`src/rtl/seq_mult_ctrl.sv`:
```
// seq_mult_ctrl: shift-and-add multiplier controller (start/busy/done), one WA-bit add per clock.
// Optional SEQ_MULT_ZERO_SKIP_EN: zero operands finish in one cycle without entering CALC.
module seq_mult_ctrl #(
  parameter int WA = 5,
  parameter int WB = 3
) (
  input  logic          clk,
  input  logic          reset,
  input  logic          start,
  input  logic [WA-1:0] in_a,
  input  logic [WB-1:0] in_b,
  output logic          busy,
  output logic          done,
  output logic [WA+WB-1:0] out_m
);
  localparam int CW = $clog2(WB + 1);
  typedef enum logic [1:0] {IDLE, CALC, DONE} state_t;
  state_t state, next;
  logic [WA-1:0] a_reg;
  logic [WA+WB-1:0] p, p_next;
  logic [CW-1:0] cnt;
  logic [WA:0] sum;
  logic last, zero, accept;
  always_comb begin
    sum = {1'b0, p[WA+WB-1:WB]} + {1'b0, (p[0] ? a_reg : {WA{1'b0}})};
    // carry lands in the top bit, multiplier bits shift out the bottom
    p_next = {sum, p[WB-1:1]};
    last = cnt == CW'(WB - 1);
`ifdef SEQ_MULT_ZERO_SKIP_EN
    zero = (in_a == '0) || (in_b == '0);
`else
    zero = 1'b0;
`endif
    accept = (state == IDLE) && start;
    next = state == IDLE ? (start ? (zero ? DONE : CALC) : IDLE) :
           state == CALC ? (last ? DONE : CALC) : IDLE;
  end
  always_ff @(posedge clk or posedge reset)
    if (reset) state <= IDLE;
    else state <= next;
  always_ff @(posedge clk or posedge reset)
    if (reset) begin
      a_reg <= '0;
      p <= '0;
      cnt <= '0;
      out_m <= '0;
    end else if (accept) begin
      a_reg <= in_a;
      p <= {{WA{1'b0}}, in_b};
      cnt <= '0;
      if (zero) out_m <= '0;
    end else if (state == CALC) begin
      p <= p_next;
      cnt <= cnt + CW'(1);
      if (last) out_m <= p_next;
    end
  assign busy = state == CALC;
  assign done = state == DONE;
endmodule
```
`config.mk`:
```
export PLATFORM = sky130hd
export DESIGN_NAME = seq_mult_ctrl
export DESIGN_NICKNAME = d
export VERILOG_FILES = /design/src/rtl/seq_mult_ctrl.sv
export SDC_FILE = /design/constraint.sdc
export NUM_CORES = 1
export LEC_CHECK = 0
export BUFFER_PORTS_ARGS = -buffer_cell sky130_fd_sc_hd__buf_4
export CORE_MARGIN = 2
export CORE_UTILIZATION = 45
export DETAILED_ROUTE_END_ITERATION = 6
export PLACE_DENSITY = 0.7
export SYNTH_ARGS = -nofsm -noshare
export SYNTH_HDL_FRONTEND = slang
export SYNTH_SLANG_ARGS = --single-unit
```
`constraint.sdc`:
```
create_clock -name clk -period 4.1 [get_ports clk]
set_input_delay 0.82 -clock clk [delete_from_list [all_inputs] [get_ports clk]]
set_output_delay 0.82 -clock clk [all_outputs]
set_load 0.01 [all_outputs]
```
# Word level (Yosys, flattened, before mapping)
# Index checks and enable logic that the tools add are counted.
# W data, S select, Z words.
totals:
  ff_bits: 25
  latch_bits: 0
  ramBits: 0
  rom_bits: 0
  output_inout_bits: 10
  word_cells: 24
  n_memories: 0
classes:
  n_addsub: 2
  mul: 0
  div_mod_pow: 0
  n_lt_le_gt_ge: 0
  n_eq_ne: 3
  n_shift: 0
  muxes: 9
  bitwise: 1
  reduce_logical: 4
ops:
  columns: ["op", "count"]
  rows:
  - ["$mux W8", 2]
  - ["$mux W2", 5]
  - ["$add A5 B5 Y6", 1]
  - ["$mux W5", 1]
  - ["$eq A2 B2 Y1 const B", 2]
  - ["$reduce_and A3 Y1", 1]
  - ["$add A2 B1 Y2 const B", 1]
  - ["$eq A2 B1 Y1 const B", 1]
  - ["$logic_not A2 Y1", 1]
  - ["$reduce_bool A2 Y1", 1]
  - ["$logic_and A1 B1 Y1", 1]
  - ["$mux W1", 1]
  - ["$not A1 Y1", 1]

# Longest topological paths before layout
depth:
  word_depth: 4
  depth_mapped: 6
  depth_no_buf: 6

# Least setup slack after synthesis
# Ideal clock, no wire load.
synth_timing:
  kind: "input -> register"
  startpoint: "input port start"
  endpoint: "register p[0]"
  arrival_ps: 1526
  required_time_ps: 3976
  path_slack_ps: 2450
  path_stages: 5
  n_path_buf: 2
  cell_sequence: "or3b_1 -> buf_6 -> buf_8 -> nand3_2 -> nand2_1"
synth_between:
  elab_chain_len: 2
  word_cells_on_any_way: 3
synth_lines:
  columns: ["element", "line_no", "rtl"]
  rows:
  - ["start: declaration", "9", "input logic start,"]
  - ["$logic_and A1 B1 Y1 (*)", "34", "accept = (state == IDLE) && start;"]
  - ["$mux W8 or $reduce_bool A2 Y1 (tied branches)", null, null]
  - ["end signal: assignment", "49", "p <= {{WA{1'b0}}, in_b};"]
  - ["end signal: assignment", "53", "p <= p_next;"]
  - ["end: declaration", "20", "logic [WA+WB-1:0] p, p_next;"]
# Mark *: on every way between the ends. The rest lies on a longest branch, timed or not.
# A chain may end at the register's enable or synchronous reset.

# Worst setup path after layout
layout_timing:
  startpoint: "register state[1]"
  endpoint: "output port busy"
layout_between:
  elab_chain_len: 1
layout_lines:
  columns: ["element", "line_no", "rtl"]
  rows:
  - ["start: declaration", "18", "state_t state, next;"]
  - ["start signal: assignment", "40", "else state <= next;"]
  - ["$eq A2 B1 Y1", "57", "assign busy = state == CALC;"]
  - ["end: declaration", "12", "output logic busy,"]
# Every way passes these cells.

==> out/qor.txt <==
Yosys cell types: 27
Core Region: 2690 sq um
cells after synthesis: 127
Pwr Total: 1040 uW
Max Slew Vio Count: 0
Clock Path Buffers: 2
Post-Syn Area per Cell: 9.76 sq um
# rows: 19
drt pass-1 iters: 4
flops & latches, synth: 25
GR peak layer: met1
pin count of the biggest net entering global routing: 26
drt drc: 0
Worst-Skew Late Latency: 0.33 ns
met3 usage: 0.0207
area grow syn2layout: 14.1%
Max Cap Viol: 0
Peak Freq: 396 MHz
CTS Buf Count: 3
hold slack final: 0.486 ns
Chip Height: 56.5 um
CTS tree: yes
Worst Path Max Fanout: 16
biggest cell delay along the critical path: 0.55 ns
gr usage total: 0.168
Avg Vias per Cell: 5.16
most common cell after layout, fill and taps aside: nand2_1
n_diodes: 0
Clk pin slew, worst setup/hold paths: 0.14 ns
CP cell instances: nand2b_1, inv_2, buf_4
wire per inst: 13.7 um
grt total ovfl: 0
yosys synthesis warning count: 0
vias in the first global route: 899
total length of routed wires: 2420 um
WP data arrival: 1.70 ns
RSZ-0062 raised after global routing: no
Routed Antenna Nets: 0
measured slew at the worst slew-check pin: 0.946 ns
Max-slew headroom: 0.369
outcome: finished clean
final hold violation count: 0
synthesized area: 1240 sq um
RD Place Congestion: 0.833
drt first-iter violations: 20
share of cells above drive strength 1: 0.205
Detail Placement HPWL: 1740 um
# port buffers: 20
sequential area share after synthesis: 0.505
met2 Resource Use GR: 0.251
Req. time, crit path: 3.28 ns
syn nets: 145
M1 GR Usage: 0.254
Setup Viol. Count Final: 0
total setup buffers inserted after CTS: 0
clock sink total: 25
fin crit share: 0.616
pwr/cell area: 734 nW/um^2
Min Clock Period, post-route: 2.52 ns
worst path buffer plus inverter count: 2
Slowest cell on crit path: nand2b_1
Leak: 0.000714 uW
initial core utilization: 0.462
first-pass GRT wire length: 4200 um
critical path capture point type: output port
die area: 3190 sq um
Fill cells: 254
CTS Hold Buffers Added: 0
Worst setup SP type: register
Final TNS setup: 0 ns
HP Class: register to register
Worst Skew: 0.00513 ns
post-CTS sizing: 0
most frequent cells in the layout: nand2_1 (36), dfrtp_1 (25), buf_4 (20)
die width: 56.5 um
CTS root buf: clkbuf_4
delay-heaviest family, CP: simple AND/OR/NAND/NOR gates
Crit Path Class: register to output port
H-tree depth: 1
Worst IR Drop VDD: 0.442 mV
IO Count: 21
DR vias: 914
initial antenna violation count: 0
fin nets: 165
## worst reg2reg max path, delay by kind of cell (launching register included)
kind                     cells  cell delay (ns)
adder cells (fa/ha/maj)      2             0.62
AO/OA/AOI/OAI                1             0.15
AND/OR/NAND/NOR              3             0.41
flip-flops                   1             0.45
## cells by family after synthesis
group           after synthesis  synth area share
xor+xnor                      1           0.00706
flops                        25             0.505
compound gates               19            0.0989
simple gates                 66             0.267
buf+inv                       9            0.0454
fa+ha+maj                     7            0.0767
## path summary, 6_finish.rpt
check	startpoint	end	slack, ns	cells past startpoint
max	state[1]	busy	1.58	3
max reg2reg	p[0]	p[6]	2.37	6
min	a_reg[3]	a_reg[3]	0.49	2
min in group asynchronous	reset	p[0]	0.69	2
min reg2reg	a_reg[3]	a_reg[3]	0.49	2
max in group asynchronous	reset	out_m[7]	2.84	2
## metal layers
| metal | vias up | wire, um |
|---|---|---|
| met4 | 0 | 34 |
| met2 | 15 | 1080 |
| li1 | 473 | - |
| met5 | - | 0 |
| met1 | 424 | 1240 |
| met3 | 2 | 53 |
## synthesized netlist by cell type
master | instances | area [sq um]
nand2_1 | 36 | 135
dfrtp_1 | 25 | 626
nand3_1 | 11 | 55.1
ha_1 | 6 | 75.1
and2_1 | 5 | 31.3
o21ai_0 | 5 | 25.0
a211o_1 | 4 | 35.0
a21oi_1 | 4 | 20.0
nand3_2 | 4 | 40.0
nand4_1 | 4 | 25.0
a22oi_1 | 3 | 22.5
buf_2 | 3 | 15.0
a31oi_1 | 2 | 12.5
inv_1 | 2 | 7.51
a21o_1 | 1 | 7.51
buf_6 | 1 | 11.3
buf_8 | 1 | 15.0
clkinv_1 | 1 | 3.75
fa_1 | 1 | 20.0
inv_2 | 1 | 3.75
nand2b_1 | 1 | 6.26
nand3b_1 | 1 | 7.51
nor2_1 | 1 | 3.75
nor2b_1 | 1 | 6.26
nor3b_2 | 1 | 12.5
or3b_1 | 1 | 8.76
xnor2_1 | 1 | 8.76
## through the flow
stage	instance area (sq um)	setup slack (ns)	std cells	util
floorplan	1240	2.45	127	-
global placement	1390	2.01	173	0.517
detailed placement	1390	1.97	173	0.517
CTS	1420	1.58	177	0.527
global route	1420	1.47	177	0.527
finish	1420	1.58	177	0.527
## area by class of cell
cell class	count	area [sq um]	area share
inverters	4	15.0	0.0106
flip-flops and latches	25	626	0.442
multi-input cells	93	558	0.394
clock inverters	1	5.00	0.00354
well taps	31	38.8	0.0274
clock buffers	3	22.5	0.0159
repair buffers	20	150	0.106
## power by group
group	leakage, uW	switching, uW	total (uW)	internal, uW
combinational	0.000383	287	490	203
clock	0.0000177	77.7	114	36.7
sequential	0.000314	73.0	433	361
Power figures use the tool's default switching activity.
